`config.mk`:
```
export PLATFORM = sky130hd
export DESIGN_NAME = dm9x9_window_sequencer
export DESIGN_NICKNAME = d
export VERILOG_FILES = /design/src/rtl/dm9x9_pkg.sv /design/src/rtl/dm9x9_pos_counter.sv /design/src/rtl/dm9x9_window_sequencer.sv
export SDC_FILE = /design/constraint.sdc
export NUM_CORES = 1
export LEC_CHECK = 0
export ABC_AREA = 1
export BUFFER_PORTS_ARGS = -buffer_cell sky130_fd_sc_hd__buf_2
export CORE_MARGIN = 10
export CORE_UTILIZATION = 30
export DETAILED_ROUTE_END_ITERATION = 8
export SLEW_MARGIN = 20
export SYNTH_ARGS = -nofsm -noshare
export SYNTH_HDL_FRONTEND = slang
export SYNTH_SLANG_ARGS = --single-unit
export TNS_END_PERCENT = 10
```
`constraint.sdc`:
```
create_clock -name clk -period 3.1 [get_ports clk]
set_input_delay 0.62 -clock clk [delete_from_list [all_inputs] [get_ports clk]]
set_output_delay 0.62 -clock clk [all_outputs]
set_load 0.005 [all_outputs]
```
`src/rtl/dm9x9_pkg.sv`:
```
// ----------------------------------------------------------------------------
// dm9x9_pkg
// Shared types and constants for the 9x9 window sequencer.
//   state_e : sequencer FSM states
//   KSIZE   : window edge length in pixels
//   KHALF   : half window (pixels from the centre to an edge)
// ----------------------------------------------------------------------------
package dm9x9_pkg;

  localparam int KSIZE = 9;
  localparam int KHALF = 4;

  typedef enum logic [2:0] {
    ST_IDLE  = 3'd0,
    ST_FILL  = 3'd1,
    ST_RUN   = 3'd2,
    ST_DRAIN = 3'd3,
    ST_DONE  = 3'd4
  } state_e;

  // Bottom-right pixel coordinate from which a full KSIZE x KSIZE window
  // exists above and to the left of it (equals KSIZE-1).
  function automatic int win_edge();
    return 2 * KHALF;
  endfunction

endpackage

```
`src/rtl/dm9x9_pos_counter.sv`:
```
// ----------------------------------------------------------------------------
// dm9x9_pos_counter
// Raster-order row/column counter for the next expected pixel.
//   clk, rst    : clock, synchronous active-high reset
//   clr_i       : force row/col to 0 (frame start / restart)
//   adv_i       : one pixel accepted, advance position
//   row_o/col_o : position of the next expected pixel
//   last_o      : current position is the final pixel of the frame
//   win_pos_o   : current position completes a full 9x9 window
// ----------------------------------------------------------------------------
module dm9x9_pos_counter
  import dm9x9_pkg::*;
#(
  parameter int IMG_W = 640,
  parameter int IMG_H = 480,
  parameter int CW    = 10
) (
  input  logic          clk,
  input  logic          rst,
  input  logic          clr_i,
  input  logic          adv_i,
  output logic [CW-1:0] row_o,
  output logic [CW-1:0] col_o,
  output logic          last_o,
  output logic          win_pos_o
);

  localparam logic [CW-1:0] COL_MAX = CW'(IMG_W - 1);
  localparam logic [CW-1:0] ROW_MAX = CW'(IMG_H - 1);
  localparam logic [CW-1:0] WIN_MIN = CW'(win_edge());

  logic [CW-1:0] row_q, row_d;
  logic [CW-1:0] col_q, col_d;
  logic          col_end;
  logic          row_end;

  assign col_end = (col_q == COL_MAX);
  assign row_end = (row_q == ROW_MAX);

  always_comb begin
    row_d = row_q;
    col_d = col_q;
    if (clr_i) begin
      row_d = '0;
      col_d = '0;
    end else if (adv_i) begin
      if (col_end) begin
        col_d = '0;
        // Final pixel of the frame wraps the row back to 0 as well.
        row_d = row_end ? '0 : row_q + CW'(1);
      end else begin
        col_d = col_q + CW'(1);
      end
    end
  end

  always_ff @(posedge clk) begin
    if (rst) begin
      row_q <= '0;
      col_q <= '0;
    end else begin
      row_q <= row_d;
      col_q <= col_d;
    end
  end

  assign row_o     = row_q;
  assign col_o     = col_q;
  assign last_o    = row_end && col_end;
  assign win_pos_o = (row_q >= WIN_MIN) && (col_q >= WIN_MIN);

endmodule

```
`src/rtl/dm9x9_window_sequencer.sv`:
```
// ----------------------------------------------------------------------------
// dm9x9_window_sequencer
// Frame sequencer for a 9x9 sliding-window engine. Accepts a raster frame,
// drives the line-buffer shift enable, flags cycles where the window holds a
// complete in-frame neighbourhood, flushes the pipeline after the last pixel
// and pulses done_o.
//
// Ports:
//   clk, rst     : clock, synchronous active-high reset
//   start_i      : one-cycle frame start pulse
//   valid_i      : upstream pixel valid
//   ready_o      : pixel accepted on valid_i & ready_o (FILL/RUN only)
//   shift_en_o   : shift enable for line buffers / window registers
//   win_valid_o  : registered, high the cycle after a window-completing pixel
//   row_o, col_o : position of the next expected pixel
//   busy_o       : high whenever not IDLE
//   done_o       : one-cycle frame complete pulse
//
// Configuration macro: DM9_RESTART_EN
//   defined   : start_i in any busy state aborts the frame and restarts in FILL
//   undefined : start_i outside IDLE is ignored
// ----------------------------------------------------------------------------
module dm9x9_window_sequencer
  import dm9x9_pkg::*;
#(
  parameter int IMG_W     = 640,
  parameter int IMG_H     = 480,
  parameter int CW        = 10,
  parameter int DRAIN_CYC = 5
) (
  input  logic          clk,
  input  logic          rst,
  input  logic          start_i,
  input  logic          valid_i,
  output logic          ready_o,
  output logic          shift_en_o,
  output logic          win_valid_o,
  output logic [CW-1:0] row_o,
  output logic [CW-1:0] col_o,
  output logic          busy_o,
  output logic          done_o
);

  localparam int            DW         = (DRAIN_CYC > 1) ? $clog2(DRAIN_CYC) : 1;
  localparam logic [DW-1:0] DRAIN_LAST = DW'(DRAIN_CYC - 1);

  state_e        state_q, state_d;
  logic [DW-1:0] drain_q, drain_d;
  logic          win_valid_q, win_valid_d;

  logic          accept;
  logic          start_hit;
  logic          last_pos;
  logic          win_pos;

  // A start that actually takes effect this cycle.
`ifdef DM9_RESTART_EN
  assign start_hit = start_i;
`else
  assign start_hit = start_i && (state_q == ST_IDLE);
`endif

  assign ready_o = (state_q == ST_FILL) || (state_q == ST_RUN);
  assign accept  = valid_i && ready_o;

  // A restart on the same cycle as a pixel clears the counters; the pixel
  // belongs to the aborted frame and is not counted.
  dm9x9_pos_counter #(
    .IMG_W (IMG_W),
    .IMG_H (IMG_H),
    .CW    (CW)
  ) u_pos (
    .clk       (clk),
    .rst       (rst),
    .clr_i     (start_hit),
    .adv_i     (accept),
    .row_o     (row_o),
    .col_o     (col_o),
    .last_o    (last_pos),
    .win_pos_o (win_pos)
  );

  always_comb begin
    state_d     = state_q;
    drain_d     = '0;
    win_valid_d = accept && win_pos && !start_hit;

    case (state_q)
      ST_IDLE: begin
        state_d = ST_IDLE;
      end
      ST_FILL: begin
        // The final pixel always completes a window, so check it first to
        // cover the minimum 9x9 frame where both happen on one pixel.
        if (accept && last_pos) begin
          state_d = ST_DRAIN;
        end else if (accept && win_pos) begin
          state_d = ST_RUN;
        end
      end
      ST_RUN: begin
        if (accept && last_pos) begin
          state_d = ST_DRAIN;
        end
      end
      ST_DRAIN: begin
        if (drain_q == DRAIN_LAST) begin
          state_d = ST_DONE;
        end else begin
          drain_d = drain_q + DW'(1);
        end
      end
      ST_DONE: begin
        state_d = ST_IDLE;
      end
      default: begin
        state_d = ST_IDLE;
      end
    endcase

    if (start_hit) begin
      state_d = ST_FILL;
      drain_d = '0;
    end
  end

  always_ff @(posedge clk) begin
    if (rst) begin
      state_q     <= ST_IDLE;
      drain_q     <= '0;
      win_valid_q <= 1'b0;
    end else begin
      state_q     <= state_d;
      drain_q     <= drain_d;
      win_valid_q <= win_valid_d;
    end
  end

  always_comb begin
    shift_en_o = 1'b0;
    case (state_q)
      ST_FILL, ST_RUN: shift_en_o = valid_i;
      ST_DRAIN:        shift_en_o = 1'b1;
      default:         shift_en_o = 1'b0;
    endcase
  end

  assign win_valid_o = win_valid_q;
  assign busy_o      = (state_q != ST_IDLE);
  // A restart landing on the DONE cycle aborts that frame's completion.
  assign done_o      = (state_q == ST_DONE) && !start_hit;

endmodule

```
After elaboration in Yosys (flattened, before gate mapping)
Cells that the tools add are included.
{"block": "classes", "addsub": 3, "n_lt_le_gt_ge": 2, "n_eq_ne": 13, "n_mux": 9, "bitwise": 1, "n_reduce_logical": 18}
{"op": "$add 10x1->10 const B", "count": 2}
{"op": "$ge 10x4->1 const B", "count": 2}
{"op": "$mux 10", "count": 2}
{"op": "$mux 3", "count": 4}
{"op": "$eq 10x10->1 const B", "count": 1}
{"op": "$eq 10x9->1 const B", "count": 1}
{"op": "$pmux 3 s3", "count": 1}
{"op": "$logic_and 1x1->1", "count": 8}
{"op": "$eq 3x2->1 const B", "count": 2}
{"op": "$eq 3x3->1 const B", "count": 2}
{"op": "$reduce_and 3->1", "count": 2}
{"op": "$ne 4x2->1 const B", "count": 1}
{"op": "$reduce_or 2->1", "count": 2}
{"op": "$reduce_or 4->1", "count": 1}
{"op": "$add 3x1->3 const B", "count": 1}
{"op": "$eq 3x1->1 const B", "count": 1}
{"op": "$logic_not 3->1", "count": 1}
{"op": "$ne 3x1->1 const B", "count": 1}
{"op": "$ne 3x2->1 const B", "count": 1}
{"op": "$ne 3x3->1 const B", "count": 1}
{"op": "$reduce_bool 3->1", "count": 1}
{"op": "$ne 2x1->1 const B", "count": 1}
{"op": "$ne 2x2->1 const B", "count": 1}
{"op": "$pmux 1 s2", "count": 1}
{"op": "5 further kinds", "count": 5}
{"block": "totals", "ff_bits": 27, "in_bits": 4, "wordCells": 52}

Logic depth before layout (Yosys ltp)
{"block": "depth", "ltp_word": 8, "depth_mapped": 10}

Modules after synthesis
A second synthesis with hierarchy kept.
{"block": "hier_totals", "hier_cells": 214, "hier_area_um2": 1503.9}
{"mod": "dm9x9_pos_counter", "instances": 1, "cells_per_inst": 162, "area_each_um2": 1121.1, "seq_area_each_um2": 400.4}
{"mod": "dm9x9_window_sequencer", "instances": 1, "cells_per_inst": 52, "area_each_um2": 382.9, "seq_area_each_um2": 140.1}

Worst setup path after synthesis
No wires, ideal clock.
{"block": "synth_path", "path_kind": "reg-to-reg", "start": "register u_pos.row_q[0] (netlist: u_pos.row_o[0])", "end": "register state_q[0]", "t_arrival_ns": 1.410, "required_ns": 2.990, "slack_ns": 1.579, "path_stages_with_launch": 11, "path_buffers": 0, "cell_sequence": "dfxtp_1 -> ha_1 -> nand2_1 -> nor2_4 -> nand3_4 -> nor2_2 -> nand2_1 -> nand2_2 -> nand3_2 -> nor2_2 -> nor2_1"}
{"block": "synth_between", "elab_chain_len": 6, "word_cells_on_any_way": 12}
{"element": "from (decl)", "line": "dm9x9_pos_counter.sv:32", "source": "logic [CW-1:0] row_q, row_d;"}
{"element": "from (signal assigned)", "line": "dm9x9_pos_counter.sv:62", "source": "row_q <= row_d;"}
{"element": "parallel branches: the longest is 6 deep, another holds $ge 10x4->1"}
{"element": "to (signal assigned)", "line": "dm9x9_window_sequencer.sv:133", "source": "state_q <= state_d;"}
{"element": "to (decl)", "line": "dm9x9_window_sequencer.sv:47", "source": "state_e state_q, state_d;"}
Parallel ways; which one is timed is not known.
A chain may end at the register's enable or synchronous reset.

Final worst setup path
{"block": "layout_path", "start": "register state_q[0]", "end": "output port shift_en_o"}
{"block": "layout_between", "elab_chain_len": 3, "word_cells_on_any_way": 5}
{"element": "$eq 3x1->1 or $eq 3x2->1 (tied branches)", "line": "dm9x9_window_sequencer.sv:141", "source": "case (state_q)"}
{"element": "$reduce_or 2->1", "line": "dm9x9_window_sequencer.sv:141"}
{"element": "$pmux 1 s2 (*)", "line": "dm9x9_window_sequencer.sv:141"}
{"element": "to (decl)", "line": "dm9x9_window_sequencer.sv:36", "source": "output logic shift_en_o,"}
Every way passes the cells marked *; elsewhere a longest branch is shown, timed or not.

==> metrics.md <==
| Metric | Value |
|---|---|
| Synthesized instance count | 235 |
| Worst Tran Pin Value | 0.522 ns |
| Number of hold-repair buffers added at the cts stage | 0 |
| Layout Area Growth over Synthesis | 16.0% |
| Worst-case clock skew | 0.0131 ns |
| Proportion of power drawn by the clock network | 0.234 |
| Post-layout net count | 276 |
| Overflow left after global routing | 0 |
| HPWL Detailed | 3090 um |
| Die width | 94.1 um |
| Filler Cells Inserted | 599 |
| Number of I/O pins | 29 |
| Peak per-stage delay on the critical path | 0.39 ns |
| Count of nets left with antenna violations after detail routing | 0 |
| Buffer type at the clock tree root | clkbuf_8 |
| Post-synthesis area per instance | 7.01 um2 |
| Violation count after the first detailed-route iteration | 106 |
| Setup Crit Path Kind | reg -> out |
| Wire length of the first global-routing pass | 6780 um |
| VDD IR-drop max | 0.000328 V |
| Final max-slew violation count | 0 |
| Register area share after synthesis | 0.328 |
| Clock transition at path regs | 0.09 ns |
| Data required time of the critical path | 2.48 ns |
| Class of the tightest hold or removal check | reg -> reg |
| Antenna diode count | 0 |
| Switching power as a share of total power | 0.358 |
| CP max FO | 4 |
| Final-report setup violation count | 0 |
| Worst path buffer plus inverter count | 3 |
| Post-cts resize count | 0 |
| Startpoint kind of the worst setup timing path | register |
| Clock buffer count from CTS | 3 |
| DRC violation count after routing | 0 |
| Highest attainable clock frequency | 510 MHz |
| Clock tree from TritonCTS | yes |
| Post-route setup TNS | 0 ns |
| Crit path arrival time | 1.34 ns |
| Capturing element type of the critical path | output pin |
| Cell Chain, Critical Path | inv_2 > nor3_1 > inv_1 > nand2_1 > buf_2 |
| Worst-Skew Late Latency | 0.27 ns |
| Antenna violations before repair | 0 |
| Max_slew headroom | 0.651 |
| Number of standard-cell rows in the floorplan | 26 |
| Placer's final routability congestion estimate | 0.806 |
| Final worst-path cycle share | 0.633 |
| Setup repair after global routing missed its margin | no |
| Maximum number of pins on one net before global-route repair | 16 |
| Die Y | 94.1 um |
| Total Routing Usage GR | 0.0903 |
| DRT Wirelength | 3940 um |
| Count of maximum capacitance violations | 0 |
| Clk sinks | 27 |
| Run status | finished clean |
| H-Tree Level Count | 1 |
| Via count of the first global-routing pass | 1428 |
| Number of setup buffers added after CTS | 0 |
| Internal power | 0.000548 W |
| Power density normalized to cell area | 447 mW/mm2 |
| Effective utilization at floorplan | 0.316 |
| Post-synthesis instance area | 0.00165 mm2 |
| Cell leakage power | 0.805 nW |
| Count of distinct cell types in the synthesized netlist | 33 |
| Buffers on Ports | 28 |
| Count of state elements after synthesis | 27 |
| Slowest cell on the critical path | dfxtp_1 |
| Share of final-layout standard cells stronger than drive strength 1 | 0.257 |
| Total iterations of the first detailed-routing run | 4 |
| Core footprint | 0.00520 mm2 |
| Shortest period the worst path allows | 1.96 ns |
| Number of failing hold endpoints at the final stage | 0 |
| Number of nets in the synthesized netlist | 245 |
| Switching Power | 0.000306 W |
| Kind of cell adding the most delay to the critical path | flip-flops |
| Finished Core Util | 0.367 |
| Warnings, synthesis | 0 |
| WL/cell | 11.8 um |
| Combinational power share | 0.315 |
| Portion of total power attributed to sequential cells | 0.451 |
| Number of buffers between clock root and the deepest sink | 2 |
| DR vias/cell | 4.62 |
| Floorplan die area | 0.00885 mm2 |
| Total number of vias | 1548 |
[worst paths after layout]
path | start | end | slack, ns | depth (start not counted)
max | state_q[0]$_SDFFE_PP0P_ | shift_en_o | 1.14 | 5
min | drain_q[0]$_SDFF_PP0_ | drain_q[0]$_SDFF_PP0_ | 0.45 | 1
max reg2reg | u_pos.row_o[0]$_SDFFE_PP0P_ | state_q[0]$_SDFFE_PP0P_ | 1.38 | 10
min reg2reg | drain_q[0]$_SDFF_PP0_ | drain_q[0]$_SDFF_PP0_ | 0.45 | 1
[cell usage in the layout, fill, tap and decap left out, types with 2 or more instances in the layout]
| cell type | n |
|---|---|
| nor3_2 | 2 |
| nor2_1 | 27 |
| nand3_1 | 13 |
| nand4_1 | 12 |
| nand2_1 | 49 |
| clkbuf_8 | 3 |
| buf_2 | 28 |
| o21ai_0 | 4 |
| nor2_2 | 7 |
| nand3_2 | 5 |
| nand2_2 | 6 |
| a21oi_1 | 15 |
| inv_1 | 27 |
| ha_1 | 6 |
| nor2_4 | 2 |
| dfxtp_1 | 27 |
| a211oi_1 | 2 |
| nor3_1 | 8 |
| a31o_2 | 2 |
| inv_2 | 6 |
[metrics by stage]
| step | setup slack (ns) | hold slack (ns) | std cells | instance area, um2 | power [W] |
|---|---|---|---|---|---|
| floorplan | 1.58 | 0.417 | 235 | 1650 | 0.000593 |
| global placement | 1.30 | 0.433 | 331 | 1860 | 0.000665 |
| detailed placement | 1.24 | 0.438 | 331 | 1860 | 0.000669 |
| CTS | 1.11 | 0.451 | 335 | 1910 | 0.000870 |
| global route | 1.02 | 0.480 | 335 | 1910 | 0.000915 |
| finish | 1.14 | 0.448 | 335 | 1910 | 0.000854 |
[cells in the mapped netlist]
master    instances  area, um2
and3_2            1       7.51
a21oi_1          15       75.1
nor3b_1           1       7.51
nand2_1          49        184
nor2_1           27        101
a21o_2            1       8.76
nor2_2            7       43.8
nand3_4           1       17.5
nor3b_2           1       12.5
a21boi_1          1       7.51
o21ai_0           4       20.0
a21o_1            1       7.51
nand4_1          12       75.1
clkbuf_1          1       3.75
inv_1            27        101
o21ai_1           1       5.00
inv_8             1       11.3
buf_4             1       7.51
nor2_4            2       22.5
nand3_1          13       65.1
xnor2_1           1       8.76
nor3_2            2       20.0
ha_1              6       75.1
dfxtp_1          27        541
nand2_2           6       37.5
xor2_1            1       8.76
a211oi_1          2       15.0
a31o_2            2       17.5
nor3_1            8       40.0
and3_1            1       6.26
inv_2             6       22.5
nand3_2           5       50.1
nand2_8           1       20.0
[layout make-up]
class	count	area, um2	area share
Timing Repair Buffer	28	140	0.0734
Inverter	34	135	0.0708
Clock inverter	1	5.00	0.00262
Sequential cell	27	541	0.283
Multi-Input combinational cell	172	960	0.503
Clock buffer	3	41.3	0.0216
Tap cell	70	87.6	0.0459
[flip-flops by register name, indices dropped and copies added, names as in the netlist]
signal and flops:
win_valid_o 1, u_pos.row_o 10, u_pos.col_o 10, drain_q 3, state_q 3
[cells by family (layout without fill, tap and decap cells)]
group,count (synthesis),in the layout,share of synthesized area
and+or+nand+nor,137,137,0.432
xor gates and xnor gates,2,2,0.0106
buffers and inverters,36,66,0.0889
AOI/OAI and AO/OA,27,27,0.0950
adders and majority gates,6,6,0.0456
DFF,27,27,0.328
[worst reg2reg max path: stages (launching register included)]
cell and delay (ns):
dfxtp_1 0.47, ha_1 0.24, nand2_1 0.12, nor2_4 0.16
nand3_4 0.15, nor2_2 0.13, nand2_1 0.07, nand2_2 0.07
nand3_2 0.08, nor2_2 0.09, nor2_1 0.04
[per-layer routing]
layer / vias to the layer above / GRT usage / wire [um]
met3: 2 / 0.0280 / 212
met2: 26 / 0.143 / 1770
met1: 696 / 0.118 / 1930
li1: 824 / - / -
met5: - / 0 / 0
met4: 0 / 0.0152 / 23
[power groups by stage]
stage | Clock (W) | Sequential [W] | Combinational (W)
after global routing | 0.000222 | 0.000388 | 0.000305
after detailed placement | 0 | 0.000393 | 0.000276
final | 0.000200 | 0.000385 | 0.000269
after CTS | 0.000209 | 0.000385 | 0.000276
after floorplan | 0 | 0.000390 | 0.000203
after global placement | 0 | 0.000393 | 0.000272
Note: power is estimated with default switching activity, not from simulation.
